===== config.mk =====
export PLATFORM = sky130hd
export DESIGN_NAME = player_core
export DESIGN_NICKNAME = d
export VERILOG_FILES = /design/src/rtl/player_core.sv
export SDC_FILE = /design/constraint.sdc
export NUM_CORES = 1
export LEC_CHECK = 0
export BUFFER_PORTS_ARGS = -buffer_cell sky130_fd_sc_hd__buf_2
export CORE_UTILIZATION = 46
export DETAILED_ROUTE_END_ITERATION = 6
export GPL_TIMING_DRIVEN = 0
export PLACE_DENSITY_LB_ADDON = 0.25
export SLEW_MARGIN = 40
export SYNTH_ARGS = -nofsm -noshare
export SYNTH_HDL_FRONTEND = slang
export SYNTH_SLANG_ARGS = --single-unit

===== constraint.sdc =====
create_clock -name FrameClk -period 5.3 [get_ports FrameClk]
set_clock_uncertainty 0.1 [all_clocks]
set_input_delay 0.53 -clock FrameClk [delete_from_list [all_inputs] [get_ports FrameClk]]
set_output_delay 0.53 -clock FrameClk [all_outputs]
set_load 0.1 [all_outputs]

===== src/rtl/player_core.sv =====
// Per-player controller: spawn, movement, carry/deposit scoring, lives, respawn blink, sprite addressing.
// Latency: all state registers on FrameClk; sprite/pixel outputs are combinational from registered state.
// Backpressure: none; one update per frame, inputs sampled every FrameClk edge.
module player_core #(
    parameter int PLAYER_IDX      = 1,
    parameter int MAX_ITEMS       = 3,
    parameter int LIVES           = 3,
    parameter int SPAWN_X         = 292,
    parameter int SPAWN_Y         = 400,
    parameter int MIN_X           = 100,
    parameter int MAX_X           = 739,
    parameter int MIN_Y           = 65,
    parameter int MAX_Y           = 448,
    parameter int SIZE            = 32,
    parameter int FRAMES_PER_TILE = 5,
    parameter int TILES_PER_ANIM  = 8,
    parameter int MOVE_DIV        = 2,
    parameter int INVULN_FRAMES   = 90,
    parameter int SCORE_W         = 8
) (
    input  logic               FrameClk,
    input  logic               ResetN,
    input  logic               SpawnEnable,
    input  logic               Hit,
    input  logic [1:0]         Collect,
    input  logic               Deposit,
    input  logic [2:0]         Speed,
    input  logic [7:0]         Keycode,
    input  logic [9:0]         DrawX,
    input  logic [9:0]         DrawY,
    output logic [9:0]         PlayerX,
    output logic [9:0]         PlayerY,
    output logic               PlayerPixel,
    output logic [7:0]         Tile,
    output logic [4:0]         PixelX,
    output logic [4:0]         PixelY,
    output logic [2:0]         Items,
    output logic [SCORE_W-1:0] Score,
    output logic [2:0]         Lives,
    output logic               Collected,
    output logic               Deposited,
    output logic               Dead,
    output logic               GameOver,
    output logic               Invuln
);
    localparam logic [2:0] ST_UNSPAWNED = 3'd0;
    localparam logic [2:0] ST_IDLE      = 3'd1;
    localparam logic [2:0] ST_WALK      = 3'd2;
    localparam logic [2:0] ST_DEAD1     = 3'd3;
    localparam logic [2:0] ST_DEAD2     = 3'd4;
    localparam logic [2:0] ST_OVER      = 3'd5;
    localparam int INV_W = 16;

    logic [2:0]         state_q, state_d;
    logic [9:0]         x_q, x_d, y_q, y_d;
    logic               face_left_q, face_left_d;
    logic [2:0]         items_q, items_d;
    logic [4:0]         carry_q, carry_d;
    logic [SCORE_W-1:0] score_q, score_d;
    logic [2:0]         lives_q, lives_d;
    logic [7:0]         frame_q, frame_d, tile_q, tile_d, move_q, move_d;
    logic [INV_W-1:0]   inv_q, inv_d;
    logic               collected_q, collected_d, deposited_q, deposited_d;

    // Shared decode of keys, counters and accepted events
    logic key_l, key_r, key_u, key_dn, go_x, go_y;
    logic alive, frame_wrap, tile_wrap, move_frame, hit_take, collect_take;
    logic [2:0] step;
    logic [SCORE_W:0] score_sum;
    logic unused_keys;

    assign key_l        = Keycode[4*PLAYER_IDX];
    assign key_r        = Keycode[4*PLAYER_IDX+1];
    assign key_u        = Keycode[4*PLAYER_IDX+2];
    assign key_dn       = Keycode[4*PLAYER_IDX+3];
    assign unused_keys  = ^Keycode;
    assign go_x         = key_l ^ key_r;
    assign go_y         = key_u ^ key_dn;
    assign alive        = (state_q == ST_IDLE) || (state_q == ST_WALK);
    assign frame_wrap   = (frame_q == 8'(FRAMES_PER_TILE - 1));
    assign tile_wrap    = frame_wrap && (tile_q == 8'(TILES_PER_ANIM - 1));
    assign move_frame   = (move_q == 8'd0);
    assign hit_take     = alive && Hit && (inv_q == '0);
    assign collect_take = (Collect != 2'd0) && (items_q < 3'(MAX_ITEMS));
    // Fewer pixels per move as the load grows, but never a zero step
    assign step         = (Speed > items_q) ? (Speed - items_q) : 3'd1;
    assign score_sum    = {1'b0, score_q} + (SCORE_W+1)'(carry_q);

    // State and datapath registers; reset and despawn share the same effect
    always_ff @(posedge FrameClk) begin
        if (!ResetN || !SpawnEnable) begin
            state_q     <= ST_UNSPAWNED;
            x_q         <= 10'(SPAWN_X);
            y_q         <= 10'(SPAWN_Y);
            face_left_q <= (PLAYER_IDX == 0);
            items_q     <= 3'd0;
            carry_q     <= 5'd0;
            score_q     <= '0;
            lives_q     <= 3'(LIVES);
            frame_q     <= 8'd0;
            tile_q      <= 8'd0;
            move_q      <= 8'd0;
            inv_q       <= '0;
            collected_q <= 1'b0;
            deposited_q <= 1'b0;
        end else begin
            state_q     <= state_d;
            x_q         <= x_d;
            y_q         <= y_d;
            face_left_q <= face_left_d;
            items_q     <= items_d;
            carry_q     <= carry_d;
            score_q     <= score_d;
            lives_q     <= lives_d;
            frame_q     <= frame_d;
            tile_q      <= tile_d;
            move_q      <= move_d;
            inv_q       <= inv_d;
            collected_q <= collected_d;
            deposited_q <= deposited_d;
        end
    end

    // Next-state: spawn, walk/idle on move frames, death animation sequencing
    always_comb begin
        state_d = state_q;
        case (state_q)
            ST_UNSPAWNED: state_d = ST_IDLE;
            ST_IDLE, ST_WALK: begin
                if (hit_take)        state_d = ST_DEAD1;
                else if (move_frame) state_d = (go_x || go_y) ? ST_WALK : ST_IDLE;
            end
            ST_DEAD1: if (tile_wrap) state_d = ST_DEAD2;
            ST_DEAD2: if (tile_wrap) state_d = (lives_q != 3'd0) ? ST_UNSPAWNED : ST_OVER;
            ST_OVER:  state_d = ST_OVER;
            default:  state_d = ST_UNSPAWNED;
        endcase
    end

    // Datapath: animation counters, movement with clamping, pickups, deposits, lives
    always_comb begin
        x_d         = x_q;
        y_d         = y_q;
        face_left_d = face_left_q;
        items_d     = items_q;
        carry_d     = carry_q;
        score_d     = score_q;
        lives_d     = lives_q;
        frame_d     = frame_q;
        tile_d      = tile_q;
        move_d      = 8'd0;
        inv_d       = inv_q;
        collected_d = 1'b0;
        deposited_d = 1'b0;
        if (state_q != ST_UNSPAWNED && state_q != ST_OVER) begin
            frame_d = frame_wrap ? 8'd0 : frame_q + 8'd1;
            if (frame_wrap) tile_d = (tile_q == 8'(TILES_PER_ANIM - 1)) ? 8'd0 : tile_q + 8'd1;
        end
        case (state_q)
            ST_UNSPAWNED: begin
                x_d         = 10'(SPAWN_X);
                y_d         = 10'(SPAWN_Y);
                face_left_d = (PLAYER_IDX == 0);
                items_d     = 3'd0;
                carry_d     = 5'd0;
                frame_d     = 8'd0;
                tile_d      = 8'd0;
                inv_d       = INV_W'(INVULN_FRAMES);
            end
            ST_IDLE, ST_WALK: begin
                move_d = (move_q == 8'(MOVE_DIV - 1)) ? 8'd0 : move_q + 8'd1;
                if (inv_q != '0) inv_d = inv_q - 1'b1;
                if (hit_take) begin
                    frame_d = 8'd0;
                    tile_d  = 8'd0;
                    move_d  = 8'd0;
                    lives_d = (lives_q != 3'd0) ? lives_q - 3'd1 : 3'd0;
                    items_d = 3'd0;
                    carry_d = 5'd0;
                end else begin
                    if (move_frame && go_x) begin
                        face_left_d = key_l;
                        if (key_l)
                            x_d = ({1'b0, x_q} < 11'(MIN_X) + 11'(step)) ? 10'(MIN_X) : x_q - 10'(step);
                        else
                            x_d = ({1'b0, x_q} + 11'(step) > 11'(MAX_X - SIZE)) ? 10'(MAX_X - SIZE) : x_q + 10'(step);
                    end
                    if (move_frame && go_y) begin
                        if (key_u)
                            y_d = ({1'b0, y_q} < 11'(MIN_Y) + 11'(step)) ? 10'(MIN_Y) : y_q - 10'(step);
                        else
                            y_d = ({1'b0, y_q} + 11'(step) > 11'(MAX_Y - SIZE)) ? 10'(MAX_Y - SIZE) : y_q + 10'(step);
                    end
                    if (collect_take) begin
                        items_d     = items_q + 3'd1;
                        carry_d     = carry_q + 5'(Collect);
                        collected_d = 1'b1;
                    end else if (Deposit && items_q != 3'd0) begin
                        score_d     = score_sum[SCORE_W] ? '1 : score_sum[SCORE_W-1:0];
                        items_d     = 3'd0;
                        carry_d     = 5'd0;
                        deposited_d = 1'b1;
                    end
                end
            end
            default: ;
        endcase
    end

    // Sprite addressing and status flags derived from registered state
    always_comb begin
        int anim;
        logic in_box;
        anim = 0;
        case (state_q)
            ST_WALK:  anim = 1;
            ST_DEAD1: anim = 2;
            ST_DEAD2: anim = 3;
            default:  anim = 0;
        endcase
        Tile     = 8'(((anim * TILES_PER_ANIM) + int'(tile_q)) * (MAX_ITEMS + 1) + int'(items_q));
        PixelY   = DrawY[4:0] - y_q[4:0];
        PixelX   = DrawX[4:0] - x_q[4:0];
        if (face_left_q) PixelX = 5'(SIZE - 1) - PixelX;
        in_box   = (DrawX >= x_q) && ({1'b0, DrawX} < {1'b0, x_q} + 11'(SIZE)) &&
                   (DrawY >= y_q) && ({1'b0, DrawY} < {1'b0, y_q} + 11'(SIZE));
        PlayerPixel = in_box && (state_q != ST_UNSPAWNED) && (state_q != ST_OVER) &&
                      !((inv_q != '0) && inv_q[2]);
        Dead     = (state_q == ST_DEAD1) || (state_q == ST_DEAD2) || (state_q == ST_OVER);
        GameOver = (state_q == ST_OVER);
    end

    assign PlayerX   = x_q;
    assign PlayerY   = y_q;
    assign Items     = items_q;
    assign Score     = score_q;
    assign Lives     = lives_q;
    assign Collected = collected_q;
    assign Deposited = deposited_q;
    assign Invuln    = (inv_q != '0);
endmodule

# == Word-level counts from Yosys, hierarchy flattened ==
# Index checks and enable logic that the tools add are counted.
# word_totals
in_bits,38
ff_bits,85
output_inout_bits,58
wordCells,161
# classes
reduce_logical,43
magnitude_cmp,10
addsub,24
eq_ne,17
bitwise,5
muxes,48
# ops
cell,count
10-bit two-way mux,10
8-bit two-way mux,8
10-bit case mux with 2 select lines,2
16-bit case mux with 2 select lines,1
8-bit case mux with 2 select lines,2
3-bit two-way mux,10
8-bit by 1-bit adder with 8-bit output (second input constant),3
10-bit by 3-bit adder with 11-bit output,2
10-bit by 6-bit adder with 11-bit output (second input constant),2
10-bit by 11-bit < comparator with 1-bit output,2
10-bit by 3-bit adder with 10-bit output,2
10-bit greater-or-equal comparator,2
10-bit by 8-bit < comparator with 1-bit output,2
5-bit two-way mux,4
10-bit by 3-bit subtractor with 10-bit output,2
7-bit by 3-bit adder with 8-bit output (first input constant),2
8-bit by 3-bit == test with 1-bit output (second input constant),2
16-bit logical NOT,1
16-bit two-way mux,1
16-bit nonzero test,1
16-bit by 1-bit subtractor with 16-bit output (second input constant),1
1-bit logical AND,15
3-bit case mux with 5 select lines,1
2-bit != test (second input constant),6
other kinds (39),63

# == Logic depth before layout (Yosys ltp) ==
# logic_depth
ltp_word,9
depth_mapped,18
depth_no_buf,18

# == Worst setup path after synthesis ==
# OpenSTA, ideal clock, no wires.
# synth_path
kind,register to output
from,register y_q[6] (netlist: PlayerY[6])
to,output PlayerPixel
required_ns,4.670
n_path_buf,0
t_arrival_ns,5.631
path_slack_ns,-0.961
stages_incl_launch_ff,9
path_cell_list,dfxtp_1 -> clkinv_1 -> ha_1 -> inv_1 -> ha_1 -> a211oi_1 -> a211oi_1 -> o32a_1 -> nor4_1
# synth_between
elab_chain_len,6
word_cells_on_any_way,8
cone_classes,1 x add/sub; 2 x order compare; 5 x reduce/logical
# synth_lines
element,line_no,text
from (decl),55,"logic [9:0] x_q, x_d, y_q, y_d;"
from (signal assigned),94,y_q <= 10'(SPAWN_Y);
from (signal assigned),109,y_q <= y_d;
10-bit by 6-bit adder with 11-bit output / 10-bit greater-or-equal comparator (equally long branches),226,"(DrawY >= y_q) && ({1'b0, DrawY} < {1'b0, y_q} + 11'(SIZE));"
10-bit by 11-bit < comparator with 1-bit output / 1-bit logical AND (equally long branches),"226, 225",
1-bit logical AND *,226,
1-bit logical AND * (3 in series),227,PlayerPixel = in_box && (state_q != ST_UNSPAWNED) && (state_q != ST_OVER) &&
to (decl),33,"output logic PlayerPixel,"
# Every way passes the cells marked *; elsewhere a longest branch is shown, timed or not.

# == Final worst setup path ==
# layout_path
from,register items_q[1] (netlist: Items[1])
to,register x_q[4] (netlist: PlayerX[4])
# layout_between
elab_chain_len,9
word_cells_on_any_way,15
cone_classes,5 x add/sub; 3 x order compare; 7 x mux
# layout_lines
element,line_no,text
from (decl),57,"logic [2:0] items_q, items_d;"
from (signal assigned),111,items_q <= items_d;
3-bit subtractor / 3-bit greater-than comparator (equally long branches),86,assign step = (Speed > items_q) ? (Speed - items_q) : 3'd1;
3-bit two-way mux *,86,
10-bit by 3-bit adder with 11-bit output / 7-bit by 3-bit adder with 8-bit output (equally long branches),"186, 184",
11-bit by 10-bit greater-than comparator with 1-bit output / 10-bit by 8-bit < comparator with 1-bit output (equally long branches),"186, 184",
"10-bit two-way mux, on equally long branches","186, 184",
10-bit two-way mux *,183,if (key_l)
10-bit two-way mux *,181,if (move_frame && go_x) begin
10-bit two-way mux *,173,if (hit_take) begin
10-bit case mux with 2 select lines *,159,case (state_q)
to (signal assigned),93,x_q <= 10'(SPAWN_X);
to (decl),55,
# Every way passes the cells marked *; elsewhere a longest branch is shown, timed or not. The select of a mux whose other input is x is not followed.
# A chain may end at the register's enable or synchronous reset.

==> results.yml <==
route:
  drc: 0
  routedWlPerCell_um: 15.2
  ant_nets: 0
  wl_um: 18100
  vias: 6768
  via_per_inst: 5.69
  drt_iter0_drc: 495
  drt_first_pass_iters: 6
die:
  core.rowCount: 44
  core_area_mm2: 0.0148
  chipWidth_um: 126
  io_pins: 96
  dieArea_mm2: 0.0159
  die_y_um: 126
  initial_utilization_pct: 48.0
sta:
  tightest_slew_ns: 0.804
  period_share_pct: 88.0
  fmax_mhz: 215
  finalMaxSlewViolations: 0
  setup_tns_ns: 0
  rsz0062_at_grt: "no"
  setup_viol: 0
  hold_violations: 0
  period_minus_slack_ns: 4.66
  hold_ws_ns: 0.391
  relSlewSlack_pct: 46.3
cells_and_area:
  drive_above_1_share_pct: 13.1
  fin_cells: 1190
  design.final.nets: 1124
  syn_to_final_growth_pct: 14.4
  fin_area_mm2: 0.00810
setup_path:
  crit_type: "reg2reg"
  ff2ff_setup_slack_ns: 0.64
  crit_start: "Items[1]"
  cp.required_ns: 5.43
  reg2reg_depth: 16
  crit_end: "PlayerX[4]"
  rr_startpoint: "Items[1]"
  rr_endpoint: "PlayerX[4]"
  crit_path_end_kind: "flip-flop"
  path_max_fanout: 10
  startpoint_type: "flip-flop"
  worstPathArrival_ns: 4.79
synthesis:
  synth.most_common_cell: "nor2_1"
  ys_seq_area_share_pct: 24.0
  syn_inst: 901
  synth_edf_count: 0
  yosys-top-cells-area: "dfxtp_1, ha_1, xnor2_1"
  netlist_area_mm2: 0.00708
  yosysWarnings: 0
  synthTopCellsByCount: "nor2_1, dfxtp_1, ha_1"
  postSynthAreaPerCell_um2: 7.86
  yosysTopAreaCell: "dfxtp_1"
  synth_ff_type: "dfxtp_1"
  ys_ff_latch: 85
  ys_types: 71
  async_flop_share_pct: 0
  synth_top_area_share_pct: 24.0
  syn-num-nets: 1025
cts:
  ctsHoldBuffers: 0
  cts_tree: "yes"
  clk_pin_slew_ns: 0.06
  post_cts_resized: 0
  numCtsBuffers: 9
  clk_latency_ns: 0.35
  cts_sinks: 85
  post_cts_buffers: 0
  clock-root-buffer: "clkbuf_16"
  htreeDepth: 3
  clk_path_buf_depth: 2
run_status:
  status: "finished, final reports clean"
global_route:
  grt_start_max_net_pins: 15
  track_usage_pct: 23.3
  grt_pass1_wl_um: 29900
  grt_overflow: 0
  antenna_found_initial: 1
  grt_pass1_vias: 6203
power_and_ir_drop:
  leakage_nw: 3.41
  powerDensity_mw_per_mm2: 258
  ir_drop_mv: 0.174
place:
  dp_hpwl_um: 14100
  dp_cells: 1173
  gp_congestion: 0.887
  place_area_mm2: 0.00776
  port_buffers: 88
hold_path:
  hp-class: "reg2reg"
  hp-start: "frame_q[1]"
run:
  cap_viol_max_count: 0
==> power by group <==
| part | total (mW) | switching, mW | internal (mW) |
|---|---|---|---|
| combinational | 0.721 | 0.513 | 0.208 |
| sequential | 0.677 | 0.0208 | 0.656 |
| clock | 0.692 | 0.264 | 0.428 |
| total | 2.09 | 0.798 | 1.29 |
==> registers in the layout, summed over array words and instances, names as in the netlist <==
signal,count
Collected,1
Deposited,1
Items,3
Lives,3
PlayerX,10
PlayerY,10
Score,8
carry_q,5
face_left_q,1
frame_q,8
inv_q,16
move_q,8
state_q,3
tile_q,8
==> area by class of cell <==
type | instances | area [um^2]
fill | 1430 | 6660
multi-input combinational | 708 | 4970
sequential | 85 | 1700
timing repair buffer | 88 | 440
inverter | 69 | 259
clock buffer | 11 | 243
tap | 184 | 230
buffer | 39 | 166
clock inverter | 5 | 82.6
antenna | 1 | 2.50
==> metrics by stage <==
step | power, mW | util, % | setup WS, ns
3_5_place_dp | 1.40 | 52.6 | 0.653
5_1_grt | 2.20 | 54.9 | 0.267
4_1_cts | 2.10 | 54.8 | 0.732
6_report | 2.09 | 54.9 | 0.638
3_3_place_gp | 1.40 | 52.6 | 0.646
2_1_floorplan | 1.26 | - | 0.216
==> routing by layer <==
| layer | vias to the layer above | wire length [um] | GRT usage (%) |
|---|---|---|---|
| li1 | 3394 | - | - |
| met1 | 3117 | 8660 | 31.9 |
| met2 | 233 | 8020 | 37.5 |
| met3 | 24 | 1100 | 3.10 |
| met4 | 0 | 314 | 8.36 |
| met5 | - | 0 | 0 |
==> logic make-up after synthesis <==
logic type | share of synthesized area (%)
adder cells (fa/ha/maj) | 16.3
buffers and inverters | 6.01
AND/OR/NAND/NOR | 23.3
XOR/XNOR | 10.0
AO/OA/AOI/OAI | 19.6
flip-flops | 24.0
multiplexers | 0.707
==> how the worst min path moves through the flow <==
stage                 endpoint  slack, ns  cells after the start
global route        frame_q[1]       0.44                      2
global placement    frame_q[1]       0.38                      2
floorplan           frame_q[1]       0.36                      2
CTS                 frame_q[1]       0.39                      2
detailed placement  frame_q[1]       0.38                      2
finish              frame_q[1]       0.39                      2
==> worst max-delay path, stage by stage, from the launching register on <==
cell,delay (ns)
dfxtp_1,0.44
inv_1,0.15
ha_1,0.31
a21o_1,0.11
a21oi_1,0.06
a31oi_1,0.24
nor2b_1,0.39
inv_1,0.18
ha_1,0.33
clkbuf_1,0.36
o21bai_1,0.20
and3_1,0.23
xnor2_1,0.13
a211o_1,0.29
a21oi_1,0.52
nor3_1,0.12
or3_1,0.37
==> layout by cell type, fill, tap and decap left out, types with 34 or more instances in the layout <==
cell type	netlist	layout
o21ai_0	37	37
xnor2_1	49	49
nand2_1	53	53
a21oi_1	65	65
inv_1	66	66
buf_2	4	92
ha_1	76	76
nor2_1	92	92
dfxtp_1	85	85
nor3_1	34	34
(Power assumes the default switching activity.)
